<file path="src/rtl/classify_sequencer.sv">
// Run-level sequencer: clears the network, waits for end-of-inference, scans the digit scores
// through a shared select mux and publishes the argmax digit over a valid/ready handshake.
module classify_sequencer #(
    parameter int NUM_CLASSES = 10,
    parameter int SCORE_W     = 32,
    parameter int IDX_W       = 4,
    parameter int SEL_LATENCY = 1,
    parameter int TIMEOUT_CYC = 8192
) (
    input  logic                      clk_i,
    input  logic                      rst_i,
    input  logic                      start_i,
    output logic                      busy_o,
    output logic                      net_clear_o,
    input  logic                      net_done_i,
    output logic [IDX_W-1:0]          score_sel_o,
    input  logic signed [SCORE_W-1:0] score_in_i,
    output logic                      result_valid_o,
    input  logic                      result_ready_i,
    output logic [IDX_W-1:0]          result_digit_o,
    output logic signed [SCORE_W-1:0] result_score_o,
    output logic                      timeout_err_o,
    output logic [15:0]               infer_count_o,
    output logic [2:0]                state_o
);

    localparam int SCAN_CYC = NUM_CLASSES + SEL_LATENCY;
    localparam int CNT_W    = $clog2(SCAN_CYC + 1);
    localparam int TMR_W    = $clog2(TIMEOUT_CYC + 1);

    typedef enum logic [2:0] {
        S_IDLE    = 3'd0,
        S_CLEAR   = 3'd1,
        S_WAIT    = 3'd2,
        S_SCAN    = 3'd3,
        S_PUBLISH = 3'd4
    } state_e;

    state_e                     state_q, state_d;
    logic [TMR_W-1:0]           timer_q, timer_d;
    logic [CNT_W-1:0]           cnt_q, cnt_d;
    logic [IDX_W-1:0]           best_idx_q, best_idx_d;
    logic signed [SCORE_W-1:0]  best_score_q, best_score_d;
    logic [IDX_W-1:0]           res_digit_q, res_digit_d;
    logic signed [SCORE_W-1:0]  res_score_q, res_score_d;
    logic                       timeout_q, timeout_d;
    logic [15:0]                count_q, count_d;

    // Capture position lags the select counter by the mux latency; negative means not yet valid.
    int   cap_pos;
    logic cap_en;
    assign cap_pos = int'(cnt_q) - SEL_LATENCY;
    assign cap_en  = (cap_pos >= 0);

    always_ff @(posedge clk_i) begin
        if (rst_i) begin
            state_q      <= S_IDLE;
            timer_q      <= '0;
            cnt_q        <= '0;
            best_idx_q   <= '0;
            best_score_q <= '0;
            res_digit_q  <= '0;
            res_score_q  <= '0;
            timeout_q    <= 1'b0;
            count_q      <= '0;
        end else begin
            state_q      <= state_d;
            timer_q      <= timer_d;
            cnt_q        <= cnt_d;
            best_idx_q   <= best_idx_d;
            best_score_q <= best_score_d;
            res_digit_q  <= res_digit_d;
            res_score_q  <= res_score_d;
            timeout_q    <= timeout_d;
            count_q      <= count_d;
        end
    end

    always_comb begin
        state_d      = state_q;
        timer_d      = timer_q;
        cnt_d        = cnt_q;
        best_idx_d   = best_idx_q;
        best_score_d = best_score_q;
        res_digit_d  = res_digit_q;
        res_score_d  = res_score_q;
        timeout_d    = timeout_q;
        count_d      = count_q;
        case (state_q)
            S_IDLE: begin
                if (start_i) begin
                    state_d   = S_CLEAR;
                    timeout_d = 1'b0;
                end
            end
            S_CLEAR: begin
                state_d = S_WAIT;
                timer_d = '0;
            end
            S_WAIT: begin
                timer_d = timer_q + 1'b1;
                if (net_done_i) begin
                    state_d = S_SCAN;
                    cnt_d   = '0;
                end else if (timer_q == TMR_W'(TIMEOUT_CYC - 1)) begin
                    state_d   = S_IDLE;
                    timeout_d = 1'b1;
                end
            end
            S_SCAN: begin
                cnt_d = cnt_q + 1'b1;
                // Strict greater-than keeps the lowest index on ties.
                if (cap_en && (cap_pos == 0 || score_in_i > best_score_q)) begin
                    best_idx_d   = IDX_W'(cap_pos);
                    best_score_d = score_in_i;
                end
                if (cnt_q == CNT_W'(SCAN_CYC - 1)) begin
                    state_d     = S_PUBLISH;
                    res_digit_d = best_idx_d;
                    res_score_d = best_score_d;
                end
            end
            S_PUBLISH: begin
                // Transfer occurs on a clock edge where result_valid and result_ready are both 1;
                // valid is held with stable data until then and drops the cycle after.
                if (result_ready_i) begin
                    state_d = S_IDLE;
                    count_d = count_q + 16'd1;
                end
            end
            default: state_d = S_IDLE;
        endcase
    end

    always_comb begin
        score_sel_o = '0;
        if (state_q == S_SCAN) begin
            if (int'(cnt_q) < NUM_CLASSES) score_sel_o = IDX_W'(cnt_q);
            else                           score_sel_o = IDX_W'(NUM_CLASSES - 1);
        end
    end

    assign busy_o         = (state_q != S_IDLE);
    assign net_clear_o    = (state_q == S_CLEAR);
    assign result_valid_o = (state_q == S_PUBLISH);
    assign result_digit_o = res_digit_q;
    assign result_score_o = res_score_q;
    assign timeout_err_o  = timeout_q;
    assign infer_count_o  = count_q;
    assign state_o        = state_q;

endmodule
</file>
<file path="config.mk">
export PLATFORM = sky130hd
export DESIGN_NAME = classify_sequencer
export DESIGN_NICKNAME = d
export VERILOG_FILES = /design/src/rtl/classify_sequencer.sv
export SDC_FILE = /design/constraint.sdc
export NUM_CORES = 1
export LEC_CHECK = 0
export BUFFER_PORTS_ARGS = -buffer_cell sky130_fd_sc_hd__clkbuf_2
export CAP_MARGIN = 20
export CORE_ASPECT_RATIO = 1.25
export CORE_UTILIZATION = 50
export CTS_CLUSTER_SIZE = 8
export DETAILED_ROUTE_END_ITERATION = 12
export PLACE_DENSITY = 0.78
export SLEW_MARGIN = 20
export SYNTH_ARGS = -nofsm -noshare
export SYNTH_HDL_FRONTEND = slang
export SYNTH_SLANG_ARGS = --single-unit
</file>
<file path="constraint.sdc">
create_clock -name clk_i -period 2.75 [get_ports clk_i]
set_input_delay 0.55 -clock clk_i [delete_from_list [all_inputs] [get_ports clk_i]]
set_output_delay 0.55 -clock clk_i [all_outputs]
set_load 0.005 [all_outputs]
</file>
==> Flow_metrics.wiki <==
{| class="wikitable"
! Metric !! Value
|-
| Outcome || complete, no violations
|-
| Number of buffers created by CTS || 9
|-
| Clock Skew || 0.008101 ns
|-
| Number of sinks on the clock net || 110
|-
| Std cell rows || 43
|-
| Half-perimeter wire length after detailed placement || 10130 um
|-
| Register bit count reported by yosys || 110
|-
| Primary FF master, synth || sky130_fd_sc_hd__dfxtp_1
|-
| Avg Cell Area, Syn || 8.364 um2
|-
| Min Clock Period, post-route || 2.741 ns
|-
| Clock Latency Late Sink || 0.35 ns
|-
| Gr ovfl total || 0
|-
| Number of DRC markers in iteration 0 || 252
|-
| Overall Global Routing Usage || 0.2400
|-
| Fmax || 364.8 MHz
|-
| Path depth of the worst reg2reg path || 10
|-
| Async set or reset register ratio after synthesis || 0
|-
| Layout overhead on the synthesized area || 25.44%
|-
| Number of antenna violations at the first check in global routing || 0
|-
| Vertical extent of the die || 122.8 um
|-
| Startpoint type of the worst setup path || flip-flop
|-
| Total power || 3.536 mW
|-
| Count of TritonRoute iterations in the first routing pass || 5
|-
| Top fanout value on the critical path || 8
|-
| Met1 usage || 0.2667
|-
| Placed cell areas || 6679 um2
|-
| Count of flip-flops with a built-in enable after synthesis || 0
|-
| Antenna viol nets, final || 0
|-
| Total of hold buffers inserted after clock tree synthesis || 0
|-
| PD cells || 482.9 nW/um2
|-
| TritonCTS clock tree || built
|-
| Clk Tree Root Cell || sky130_fd_sc_hd__clkbuf_16
|-
| Total number of vias || 5560
|-
| Critical path capture point type || flip-flop
|-
| RSZ-0062 raised after global routing || true
|-
| Fraction of the cycle the final worst path needs || 0.9967
|-
| Post-synthesis cell type with the largest combined area || sky130_fd_sc_hd__dfxtp_1
|-
| Count of distinct cell types in the synthesized netlist || 58
|-
| Starting utilization of the core area || 0.5192
|-
| Top Usage Layer GRT || met2
|-
| # nets final || 884
|-
| Post-route DRC || 0
|-
| Fraction of post-synthesis cell area in the top cell type by area || 0.3772
|-
| Area of the die || 12120 um2
|-
| Timing endpoint of the critical path || best_score_q[19]$_SDFFE_PP0P_
|-
| VDD IR-drop max || 0.2934 mV
|-
| Width of the chip || 98.65 um
|-
| Final routed wire length divided by cell count || 15.81 um
|-
| Maximum number of pins on one net before global-route repair || 69
|-
| Endpoints failing setup || 0
|-
| Number of instances in the synthesized netlist || 698
|-
| Met3 Usage GRT || 0.02677
|-
| Max-slew violation total from the final report || 0
|-
| Final instance area || 7323 um2
|-
| Met2 layer usage reported by global route || 0.4555
|-
| Class of the tightest hold or removal check || primary input to flip-flop
|-
| CP required || 2.98 ns
|-
| Lkg Pwr || 3.014 nW
|-
| Number of filler instances in the final layout || 889
|-
| Arr. time, crit path || 2.97 ns
|-
| Worst-Margin Slew || 0.6228 ns
|-
| Startpoint of the most critical register-to-register path || best_score_q[31]$_SDFFE_PP0P_
|-
| Number of maximum-capacitance constraint violations || 0
|-
| Antenna diode count || 0
|-
| Core Region || 11240 um2
|-
| Number of nets in the synthesized netlist || 773
|-
| Final setup TNS || 0 ns
|-
| Clock H-tree levels || 3
|-
| Final hold violation count || 0
|-
| Portion of the post-synthesis area used by sequential elements || 0.3772
|-
| Final weighted congestion in routability-driven placement || 0.8945
|-
| Type of the setup path with the least slack || flip-flop to flip-flop
|-
| Capturing point of the worst reg2reg path || best_score_q[19]$_SDFFE_PP0P_
|-
| Clock slew seen by the registers of the worst setup and hold paths || 0.07 ns
|-
| Most common cell after layout, fill and taps aside || sky130_fd_sc_hd__dfxtp_1
|-
| Share of layout cells above drive strength 1 || 0.2743
|-
| Instance count along the most critical hold path || 3
|-
| CP Launch Point || best_score_q[31]$_SDFFE_PP0P_
|-
| Reg2Reg Setup Slack || 0.009 ns
|-
| Synthesized area || 5838 um2
|-
| Number of vias per cell || 5.865
|-
| First-pass GRT wire length || 23630 um
|-
| Vias in the first global route || 5373
|-
| Synth top area cells || sky130_fd_sc_hd__dfxtp_1 38%, sky130_fd_sc_hd__ha_1 8.1%, sky130_fd_sc_hd__mux2i_1 5.8%
|-
| Boundary pin count || 100
|-
| Remaining max-slew budget at the tightest pin || 0.5848
|-
| Maximum buffer depth of the clock tree || 2
|-
| YS warnings || 0
|-
| Total routed wirelength || 14990 um
|-
| Commonest cells after routing, fill and taps aside || 102 x sky130_fd_sc_hd__dfxtp_1, 99 x sky130_fd_sc_hd__clkbuf_2, 64 x sky130_fd_sc_hd__nand2_1, 55 x sky130_fd_sc_hd__nor2_1, 51 x sky130_fd_sc_hd__a21oi_1
|-
| Port Buffers || 99
|}
## registers in the layout, indices dropped and copies added (netlist names)
signal,flops
best_idx_q,4
best_score_q,32
cnt_q,4
infer_count_o,16
result_digit_o,4
result_score_o,32
state_o,3
timeout_err_o,1
timer_q,14
## stage by stage
step	util	setup slack [ns]	hold slack, ns	cells
CTS	0.6271	-0.02472	0.4497	945
global route	0.6513	-0.09853	0.4591	948
finish	0.6513	0.008992	0.4588	948
global placement	0.5940	-0.2566	0.4534	929
floorplan	-	0.09983	0.4342	698
detailed placement	0.5940	-0.4440	0.4600	929
## timing repair
action                     4_1_cts  5_1_grt
buffers inserted                 1        1
pin swaps                        6       29
setup endpoints to repair       67       70
gates cloned                     0        2
resized for setup               28       50
## where the power goes
part	total, mW	internal [mW]	leakage (nW)	switching, mW
combinational	0.438	0.194	1.96	0.244
sequential	1.61	1.60	0.890	0.00858
clock	1.49	0.910	0.166	0.583
## area by class of cell
type	instances	area, um2	share of cell area
Clock inverter	4	95.09	0.01298
Clock buffer	11	242.7	0.03315
Timing Repair Buffer	152	989.7	0.1351
Multi-Input combinational cell	496	3465	0.4731
Inverter	40	150.1	0.02050
Sequential cell	110	2212	0.3021
Tap cell	135	168.9	0.02307
## critical path: stages, from the launching register on
cell and delay, ns:
sky130_fd_sc_hd__dfxtp_1 0.39, sky130_fd_sc_hd__inv_1 0.06, sky130_fd_sc_hd__ha_1 0.29, sky130_fd_sc_hd__nand4_1 0.23, sky130_fd_sc_hd__nor4_4 0.26, sky130_fd_sc_hd__and4_4 0.29, sky130_fd_sc_hd__o31ai_4 0.09, sky130_fd_sc_hd__a211o_2 0.42
sky130_fd_sc_hd__buf_4 0.20, sky130_fd_sc_hd__o311ai_1 0.26, sky130_fd_sc_hd__o21ai_1 0.11
## how the worst min path moves through the flow
stage	to	from
3_3_place_gp	best_idx_q[0]$_SDFFE_PP0P_	best_idx_q[0]$_SDFFE_PP0P_
6_report	best_score_q[28]$_SDFFE_PP0P_	score_in_i[28]
3_5_place_dp	best_idx_q[0]$_SDFFE_PP0P_	best_idx_q[0]$_SDFFE_PP0P_
4_1_cts	best_score_q[26]$_SDFFE_PP0P_	score_in_i[26]
2_1_floorplan	best_idx_q[0]$_SDFFE_PP0P_	best_idx_q[0]$_SDFFE_PP0P_
5_1_grt	best_score_q[28]$_SDFFE_PP0P_	score_in_i[28]
## cell families after synthesis
kind of cell	share of synthesized area
mux	0.06601
compound gates	0.2085
xor+xnor	0.02100
flops	0.3772
fa+ha+maj	0.08144
simple gates	0.1762
buf+inv	0.06965
## synth_stat cells, types with 10 or more instances
master	number
sky130_fd_sc_hd__a211oi_1	11
sky130_fd_sc_hd__a21oi_1	51
sky130_fd_sc_hd__and3_1	12
sky130_fd_sc_hd__clkbuf_1	40
sky130_fd_sc_hd__dfxtp_1	110
sky130_fd_sc_hd__ha_1	38
sky130_fd_sc_hd__inv_1	39
sky130_fd_sc_hd__mux2i_1	34
sky130_fd_sc_hd__nand2_1	64
sky130_fd_sc_hd__nand3_1	22
sky130_fd_sc_hd__nor2_1	56
sky130_fd_sc_hd__o21ai_0	42
sky130_fd_sc_hd__o21ai_1	30
sky130_fd_sc_hd__o311ai_0	32
sky130_fd_sc_hd__xor2_1	10
## metal layers
| layer | part of all wire | up-vias | routed length, um |
|---|---|---|---|
| li1 | - | 2709 | - |
| met1 | 0.41 | 2652 | 6214 |
| met2 | 0.52 | 170 | 7812 |
| met3 | 0.041 | 29 | 610 |
| met4 | 0.023 | 0 | 352 |
| met5 | 0 | - | 0 |
Note: power is estimated with default switching activity, not from simulation.
